## src/rtl/dpram_port_arbiter.sv

```systemverilog
// dpram_port_arbiter: shares one DualPortRam port between video, CPU and blitter.
// One RAM transaction at a time: grant, optional wait states, read capture, ack.
module dpram_port_arbiter #(
   parameter int unsigned WAIT_CYCLES = 0,
   parameter bit          HIPRI0      = 1'b1
) (
   input  logic        clk,
   input  logic        reset_n,
   input  logic [2:0]  req,
   input  logic [2:0]  we,
   input  logic [35:0] addr_in,
   input  logic [23:0] wdata_in,
   output logic [2:0]  gnt,
   output logic [2:0]  ack,
   output logic [7:0]  rdata,
   output logic        busy,
   output logic [11:0] ram_addr,
   output logic [7:0]  ram_wdata,
   output logic        ram_wena,
   input  logic [7:0]  ram_rdata
);

   typedef enum logic [1:0] {IDLE, ACCESS, DONE} state_t;

   state_t      state_q, state_d;
   logic [1:0]  rr_q, rr_d;
   logic [2:0]  cnt_q, cnt_d;
   logic        we_q, we_d;
   logic        wena_q, wena_d;
   logic [11:0] addr_q, addr_d;
   logic [7:0]  wdata_q, wdata_d;
   logic [7:0]  rdata_q, rdata_d;

   logic [1:0]  win;
   logic [11:0] win_addr;
   logic [7:0]  win_wdata;
   logic [2:0]  rr_oh;

   // Round-robin search starts just after the last winner.
   always_comb begin
      win = rr_q;
      unique case (rr_q)
         2'd0:    win = req[1] ? 2'd1 : (req[2] ? 2'd2 : 2'd0);
         2'd1:    win = req[2] ? 2'd2 : (req[0] ? 2'd0 : 2'd1);
         default: win = req[0] ? 2'd0 : (req[1] ? 2'd1 : 2'd2);
      endcase
      if (HIPRI0 && req[0]) win = 2'd0;
   end

   always_comb begin
      win_addr  = addr_in[11:0];
      win_wdata = wdata_in[7:0];
      unique case (win)
         2'd1: begin
            win_addr  = addr_in[23:12];
            win_wdata = wdata_in[15:8];
         end
         2'd2: begin
            win_addr  = addr_in[35:24];
            win_wdata = wdata_in[23:16];
         end
         default: begin
            win_addr  = addr_in[11:0];
            win_wdata = wdata_in[7:0];
         end
      endcase
   end

   always_comb begin
      state_d = state_q;
      rr_d    = rr_q;
      cnt_d   = cnt_q;
      we_d    = we_q;
      wena_d  = 1'b0;
      addr_d  = addr_q;
      wdata_d = wdata_q;
      rdata_d = rdata_q;
      unique case (state_q)
         IDLE: begin
            if (|req) begin
               state_d = ACCESS;
               rr_d    = win;
               cnt_d   = 3'(WAIT_CYCLES);
               we_d    = we[win];
               wena_d  = we[win];
               addr_d  = win_addr;
               wdata_d = win_wdata;
            end
         end
         ACCESS: begin
            if (cnt_q == 3'd0) begin
               state_d = DONE;
               if (!we_q) rdata_d = ram_rdata;
            end else begin
               cnt_d = cnt_q - 3'd1;
            end
         end
         default: state_d = IDLE;
      endcase
   end

   always_ff @(posedge clk or negedge reset_n) begin
      if (!reset_n) begin
         state_q <= IDLE;
         rr_q    <= 2'd2;
         cnt_q   <= '0;
         we_q    <= 1'b0;
         wena_q  <= 1'b0;
         addr_q  <= '0;
         wdata_q <= '0;
         rdata_q <= '0;
      end else begin
         state_q <= state_d;
         rr_q    <= rr_d;
         cnt_q   <= cnt_d;
         we_q    <= we_d;
         wena_q  <= wena_d;
         addr_q  <= addr_d;
         wdata_q <= wdata_d;
         rdata_q <= rdata_d;
      end
   end

   assign rr_oh     = 3'b001 << rr_q;
   assign gnt       = (state_q == ACCESS) ? rr_oh : 3'b000;
   assign ack       = (state_q == DONE) ? rr_oh : 3'b000;
   assign busy      = (state_q != IDLE);
   assign rdata     = rdata_q;
   assign ram_addr  = addr_q;
   assign ram_wdata = wdata_q;
   assign ram_wena  = wena_q;

endmodule

```

## config.mk

```make
export PLATFORM = sky130hd
export DESIGN_NAME = dpram_port_arbiter
export DESIGN_NICKNAME = d
export VERILOG_FILES = /design/src/rtl/dpram_port_arbiter.sv
export SDC_FILE = /design/constraint.sdc
export NUM_CORES = 1
export LEC_CHECK = 0
export BUFFER_PORTS_ARGS = -buffer_cell sky130_fd_sc_hd__buf_4
export CORE_AREA = 2 2 91 67
export CTS_CLUSTER_DIAMETER = 50
export DETAILED_ROUTE_END_ITERATION = 7
export DIE_AREA = 0 0 93 69
export HOLD_SLACK_MARGIN = 0.12
export PLACE_DENSITY = 0.76
export SKIP_CTS_REPAIR_TIMING = 1
export SLEW_MARGIN = 20
export SYNTH_ARGS = -nofsm -noshare
export SYNTH_HDL_FRONTEND = slang
export SYNTH_SLANG_ARGS = --single-unit
```

## constraint.sdc

```tcl
create_clock -name clk -period 1.5 [get_ports clk]
set_input_delay 0.3 -clock clk [delete_from_list [all_inputs] [get_ports clk]]
set_output_delay 0.3 -clock clk [all_outputs]
set_load 0.005 [all_outputs]
```

==> impl_summary.log, run 1 <==
[metrics] status: finished with violations
[metrics] violations in the final reports: setup timing
[metrics] final count of negative-setup-slack endpoints: 28
[metrics] Die H: 69 um
[metrics] nature of the critical path endpoint: primary output
[metrics] Post-Route Skew: 0.00378 ns
[metrics] number of unique standard cell types used by synthesis: 32
[metrics] synth-to-layout area growth: 66.8%
[metrics] count of buffering cells on the critical path with inverters included: 2
[metrics] Post-DRT Antenna Nets: 0
[metrics] Horiz. Die Dim: 93 um
[metrics] total iterations of the first detailed-routing run: 7
[metrics] maximum level of the CTS H-tree: 2
[metrics] async set or reset register ratio after synthesis: 100%
[metrics] number of top-level design ports: 112
[metrics] Worst Setup SP: state_q[1]
[metrics] highest achievable clock rate: 609 MHz
[metrics] post-layout minimum cycle time: 1.64 ns
[metrics] worst hold slack: 0.241 ns
[metrics] Die ar.: 0.00642 mm^2
[metrics] class of the worst hold path: in -> reg
[metrics] reg-to-reg endpoint: ram_addr[9]
[metrics] leading cell types in the layout, fill and taps excluded: sky130_fd_sc_hd__buf_4 (121), sky130_fd_sc_hd__dfrtp_1 (35), sky130_fd_sc_hd__nor2_1 (25)
[metrics] # Max-Cap Violations: 0
[metrics] type of the worst setup path: reg -> out
[metrics] cell depth of the worst flop-to-flop path: 5
[metrics] critical path cell sequence: nand2b_4 > buf_4 > nor3_1 > buf_4
[metrics] top fanout value on the critical path: 5
[metrics] Clock Sinks: 37
[metrics] post-route clock period utilization: 109%
[metrics] Bufs on Longest Clock Path: 2
[metrics] global-route wire length before repair: 8460 um
[metrics] number of cells on the critical path: 4
[metrics] CTS Buf Count: 5
[metrics] remaining global-route overflow: 0
[metrics] pwr/cell area: 1830 mW/mm^2
[metrics] mean cell area of the mapped netlist: 10.7 um^2
[metrics] diode count: 0
[metrics] effective utilization at floorplan: 34.0%
[metrics] post-synthesis instance area: 0.00188 mm^2
[metrics] Post-Syn Instances: 175
[metrics] initial DRC count: 127
[metrics] Worst Setup Slack, final: -0.142 ns
[metrics] clock transition at the registers of the reported paths: 0.07 ns
[metrics] maximum single-stage delay on the critical path: 0.44 ns
[metrics] HPWL reported at the end of detailed placement: 4240 um
[metrics] # DRC: 0
[metrics] Total GRT Usage: 16.6%
[metrics] crit path launch type: flop
[metrics] Clock Root Buffer: sky130_fd_sc_hd__clkbuf_8
[metrics] capturing element of the worst setup path: gnt[0]
[metrics] fraction of layout instances using a drive strength above 1: 55.1%
[metrics] RD Place Congestion: 0.871
[metrics] net count after synthesis: 253
[metrics] total length of routed wires: 5660 um
[metrics] standard cell core area: 0.00553 mm^2
[metrics] Synthesis Warnings: 0
[metrics] worst ir drop on vdd: 0.892 mV
[metrics] number of port buffers: 111
[metrics] unrepaired setup endpoints after global routing: yes
[metrics] actual transition at the worst max-transition pin: 0.472 ns
[metrics] pin count of the biggest net entering global routing: 38
[metrics] count of pins over their slew limit: 0
[metrics] Post-synth EDFFs: 0
[metrics] critical path arrival: 1.34 ns
[metrics] reg-to-reg critical path startpoint: rr_q[1]
[metrics] wire length per cell: 15.0 um
[metrics] static leakage power: 0.00151 uW
[metrics] most used flip-flop cell after synthesis: sky130_fd_sc_hd__dfrtp_1
[metrics] via count of the first global-routing pass: 1802
[metrics] flop and latch count out of synthesis: 37
[metrics] required time reported for the critical path endpoint: 1.20 ns
[metrics] Clk Latency, worst-skew pair: 0.28 ns
[metrics] worst slew margin relative to its limit: 68.5%
[metrics] std cell rows: 23
[metrics] fin nets: 380
[metrics] vias per cell: 5.03
[metrics] TritonCTS clock tree: done
[metrics] number of filler instances in the final layout: 505
[metrics] final total power: 5730 uW
[metrics] initial antenna violation count: 0
[metrics] crit path max-delay cell type: sky130_fd_sc_hd__dfrtp_1
[metrics] fraction of the yosys area taken by sequential cells: 49.3%
[metrics] family of cells with the greatest summed delay on the critical path: flip-flops
[metrics] Vias: 1902
[metrics] most frequent cell on the critical path: sky130_fd_sc_hd__buf_4
[metrics] flop2flop setup slack: -0.10 ns
[metrics] Setup WS pre-CTS: -0.0766 ns
[metrics] number of failing hold endpoints at the final stage: 0
[metrics] most frequent standard cell in the layout excluding fill and tap cells: sky130_fd_sc_hd__buf_4
## power breakdown
group          internal, uW  switching [uW]  leakage [uW]
logic                  1880            1370       0.00104
registers              1500             296      0.000429
clock network           321             357     0.0000439
total                  3700            2030       0.00151
## synthesized netlist by cell type (2+ instances only)
| cell | instances | share of area, % |
|---|---|---|
| sky130_fd_sc_hd__nor2_1 | 27 | 5.4 |
| sky130_fd_sc_hd__buf_4 | 2 | 0.80 |
| sky130_fd_sc_hd__nand2b_1 | 2 | 0.67 |
| sky130_fd_sc_hd__buf_2 | 6 | 1.6 |
| sky130_fd_sc_hd__a21oi_1 | 24 | 6.4 |
| sky130_fd_sc_hd__nand2_1 | 2 | 0.40 |
| sky130_fd_sc_hd__buf_6 | 6 | 3.6 |
| sky130_fd_sc_hd__o22ai_1 | 2 | 0.67 |
| sky130_fd_sc_hd__a22o_1 | 3 | 1.4 |
| sky130_fd_sc_hd__ha_1 | 2 | 1.3 |
| sky130_fd_sc_hd__a222oi_1 | 21 | 11 |
| sky130_fd_sc_hd__nor3_1 | 3 | 0.80 |
| sky130_fd_sc_hd__inv_1 | 10 | 2.0 |
| sky130_fd_sc_hd__mux2_1 | 8 | 4.8 |
| sky130_fd_sc_hd__nor2b_1 | 2 | 0.67 |
| sky130_fd_sc_hd__o21ai_1 | 2 | 0.53 |
| sky130_fd_sc_hd__or3_1 | 3 | 1.0 |
| sky130_fd_sc_hd__dfrtp_1 | 36 | 48 |
## cells by family (layout without fill, tap and decap cells)
logic type	count (synthesis)	in the layout	share of synthesized area (%)
simple gates	46	46	12.4
mux	9	9	5.59
buf+inv	24	152	7.98
fa+ha+maj	2	2	1.33
flops	37	37	49.3
compound gates	57	57	23.4
## state kept, by name, indices dropped and copies added, names as in the netlist
name       count
we_q           1
ram_addr      12
ram_wdata      8
rr_q           2
state_q        2
ram_wena       1
cnt_q          3
rdata          8
## layout make-up
| cell class | count | area (um^2) | share of cell area (%) |
|---|---|---|---|
| inverter | 10 | 37.5 | 1.20 |
| sequential | 37 | 928 | 29.6 |
| timing repair buffer | 134 | 1090 | 34.7 |
| clock inverter | 3 | 17.5 | 0.558 |
| clock buffer | 5 | 68.8 | 2.19 |
| multi-input combinational | 114 | 902 | 28.8 |
| tap | 75 | 93.8 | 2.99 |
## worst min-delay path by stage
stage / from / end / slack (ns) / cells after the start
2_1_floorplan: reset_n / cnt_q[0] / 0.004 / 0
3_3_place_gp: reset_n / ram_wdata[7] / 0.29 / 1
3_5_place_dp: reset_n / ram_addr[0] / 0.30 / 1
4_1_cts: reset_n / ram_addr[0] / -0.02 / 1
5_1_grt: ram_rdata[1] / rdata[1] / 0.23 / 2
6_report: ram_rdata[1] / rdata[1] / 0.24 / 2
## worst reg2reg max path, cell delays in order, from the launching register on
cell	delay, ns
sky130_fd_sc_hd__dfstp_2	0.56
sky130_fd_sc_hd__nand2b_4	0.18
sky130_fd_sc_hd__a211oi_4	0.09
sky130_fd_sc_hd__buf_12	0.17
sky130_fd_sc_hd__a222oi_1	0.35
sky130_fd_sc_hd__a21oi_1	0.13
## stage by stage
stage          cell area, um^2  instances   TNS [ns]  util (%)
6_report                  3140        378      -1.49      56.8
5_1_grt                   3140        378      -3.60      56.8
4_1_cts                   2990        372      -2.12      54.0
3_5_place_dp              2900        364     -0.698      52.5
3_3_place_gp              2900        364  -0.000213      52.5
2_1_floorplan             1890        175    -0.0683         -
## per-layer routing
metal	GRT usage [%]	vias up	part of all wire (%)
met4	4.58	0	0.94
met1	20.7	897	41
met2	27.5	90	48
li1	-	908	-
met5	0	-	0
met3	5.57	7	10
No activity file was read; power rests on OpenSTA's default activity.
==> inputs of run 2 (changes only) <==
Settings changed: REMOVE_ABC_BUFFERS from default to 1.
==> impl_summary.log, run 2 (synthesized netlist as in run 1, its figures left out) <==
[metrics] wire length per cell: 15.4 um (+2.9%)
[metrics] pwr/cell area: 1880 mW/mm^2 (+2.7%)
[metrics] GRT met2 Usage: 27.0% (-0.56 points)
[metrics] worst slew margin relative to its limit: 68.3% (-0.21 points)
[metrics] diode count: 0 (unchanged)
[metrics] remaining global-route overflow: 0 (unchanged)
[metrics] # Max-Cap Violations: 0 (unchanged)
[metrics] Die H: 69 um (unchanged)
[metrics] Clock Root Buffer: sky130_fd_sc_hd__clkbuf_8
[metrics] Placed Cells incl. Taps: 367 (+0.82%)
[metrics] CTS Buf Count: 5 (unchanged)
[metrics] final total power: 5980 uW (+4.4%)
[metrics] vias per cell: 5.08 (+0.94%)
[metrics] most frequent standard cell in the layout excluding fill and tap cells: sky130_fd_sc_hd__buf_4
[metrics] initial DRC count: 116 (-8.7%)
[metrics] net switching component of the power: 2050 uW (+0.90%)
[metrics] cell-internal power: 3940 uW (+6.3%)
[metrics] number of filler instances in the final layout: 517 (+2.4%)
[metrics] Vias: 1930 (+1.5%)
[metrics] Post-Route Skew: 0.00552 ns (+0.00174 ns)
[metrics] HPWL reported at the end of detailed placement: 4330 um (+2.1%)
[metrics] met3 track utilization from global routing: 6.56% (+0.98 points)
[metrics] clock transition at the registers of the reported paths: 0.07 ns (about the same)
[metrics] core utilization of the finished layout: 57.7% (+0.93 points)
[metrics] fin nets: 382 (+0.53%)
[metrics] global-route wire length before repair: 9000 um (+6.4%)
[metrics] number of top-level design ports: 112 (unchanged)
[metrics] proportion of power drawn by the clock network: 14.9% (+3.1 points)
[metrics] post-layout minimum cycle time: 1.64 ns (-0.00686 ns)
[metrics] final count of negative-setup-slack endpoints: 29 (+3.6%)
[metrics] TritonCTS clock tree: done
[metrics] switching share of total power: 34.2% (-1.2 points)
[metrics] Bufs on Longest Clock Path: 2 (unchanged)
[metrics] Horiz. Die Dim: 93 um (unchanged)
[metrics] Clock Sinks: 37 (unchanged)
[metrics] Clk Latency, worst-skew pair: 0.29 ns (about the same)
[metrics] critical path arrival: 1.34 ns (about the same)
[metrics] fraction of layout instances using a drive strength above 1: 56.1% (+0.95 points)
[metrics] status: finished with violations
[metrics] worst ir drop on vdd: 0.910 mV (+2.1%)
[metrics] part of the total power dissipated in sequential elements: 30.7% (-0.7 points)
[metrics] nature of the critical path endpoint: primary output
[metrics] total length of routed wires: 5860 um (+3.4%)
[metrics] flip-flop count of the largest register, all copies and words added: 12 (unchanged)
[metrics] synth-to-layout area growth: 69.5%
[metrics] class of the worst hold path: in -> reg
[metrics] Post-DRT Antenna Nets: 0 (unchanged)
[metrics] count of pins over their slew limit: 0 (unchanged)
[metrics] number of standard cells in the layout, taps in and fillers out: 380 (+0.53%)
[metrics] RD Place Congestion: 0.778 (-11%)
[metrics] pin count of the biggest net entering global routing: 38 (unchanged)
[metrics] violations in the final reports: setup timing
[metrics] Total GRT Usage: 17.7% (+1.0 points)
[metrics] Worst Setup Slack, final: -0.135 ns (+0.00686 ns)
[metrics] Die ar.: 0.00642 mm^2 (unchanged)
[metrics] std cell rows: 23 (unchanged)
[metrics] required time reported for the critical path endpoint: 1.20 ns (about the same)
[metrics] standard cell core area: 0.00553 mm^2 (unchanged)
[metrics] unrepaired setup endpoints after global routing: yes
[metrics] via count of the first global-routing pass: 1895 (+5.2%)
[metrics] busiest metal layer after global routing: met2
[metrics] post-route clock period utilization: 109% (-0.46 points)
[metrics] number of failing hold endpoints at the final stage: 0 (unchanged)
[metrics] # DRC: 0 (unchanged)
[metrics] maximum level of the CTS H-tree: 2 (unchanged)
[metrics] type of the worst setup path: reg -> out
[metrics] actual transition at the worst max-transition pin: 0.476 ns (+0.00311 ns)
[metrics] Setup WS pre-CTS: -0.143 ns (-0.0662 ns)
[metrics] top fanout value on the critical path: 5 (unchanged)
[metrics] leading cell types in the layout, fill and taps excluded: sky130_fd_sc_hd__buf_4 (122), sky130_fd_sc_hd__dfrtp_1 (34), sky130_fd_sc_hd__nor2_1 (25)
[metrics] GR met1 Demand/Resource: 23.0% (+2.3 points)
[metrics] effective utilization at floorplan: 34.0% (unchanged)
[metrics] crit path launch type: flop
[metrics] number of port buffers: 111 (unchanged)
[metrics] Combinational Power Share: 54.4% (-2.4 points)
[metrics] static leakage power: 0.00153 uW (+1.6%)
[metrics] initial antenna violation count: 0 (unchanged)
[metrics] total iterations of the first detailed-routing run: 8 (+1)
[metrics] highest achievable clock rate: 612 MHz (+0.42%)
-- run 2: cell types whose count changed in the layout (fill, tap and decap cells not counted), sizes merged --
cell	before	now
clkbuf	5	7
buf	133	135
clkinv	2	0
clkinvlp	1	0
bufinv	0	1
-- run 2: power groups by stage --
stage	Sequential [uW]	Clock, uW	Combinational [uW]
final	1840	892	3260
after global routing	1910	955	3540
after CTS	1820	926	2850
after detailed placement	1830	0	2850
after global placement	1800	0	2770
after floorplan	1850	0	1190
-- run 2: cell type report --
class	count	area (um^2)	share of cell area, %
multi-input combinational	114	918	28.8
tap	75	93.8	2.94
clock buffer	7	86.3	2.71
sequential	37	930	29.2
clock inverter	1	30.0	0.942
inverter	10	37.5	1.18
timing repair buffer	136	1090	34.3
-- run 2: routing by layer --
layer	share of wire, %	vias to the layer above	wire length, um
met5	0	-	0
met4	1.3	0	78
li1	-	923	-
met3	9.0	9	528
met2	47	80	2740
met1	43	918	2510
-- run 2: worst paths after layout --
path | endpoint | depth (start not counted) | slack [ns] | start
max in group asynchronous | rr_q[0] | 2 | 0.63 | reset_n
setup reg to reg | ram_wdata[7] | 5 | -0.14 | rr_q[1]
hold / removal | rr_q[1] | 2 | 0.23 | req[0]
setup / recovery | ack[0] | 4 | -0.14 | state_q[0]
hold reg to reg | rdata[1] | 1 | 0.51 | rdata[1]
min in group asynchronous | rdata[3] | 2 | 0.51 | reset_n
-- run 2: worst max-delay path: stages (launching register included) --
cell and delay, ns:
sky130_fd_sc_hd__dfrtp_2 0.45, sky130_fd_sc_hd__buf_4 0.16, sky130_fd_sc_hd__nand2b_4 0.15, sky130_fd_sc_hd__nor3_4 0.15, sky130_fd_sc_hd__buf_4 0.13
-- run 2: stage by stage --
step           area (um^2)  hold slack [ns]  setup TNS, ns
2_1_floorplan         1770          0.00441         -23.22
3_3_place_gp          2900            0.293          -1.00
3_5_place_dp          2900            0.297          -2.14
4_1_cts               3020          -0.0179          -3.66
5_1_grt               3190            0.235          -4.67
6_report              3190            0.235          -2.50
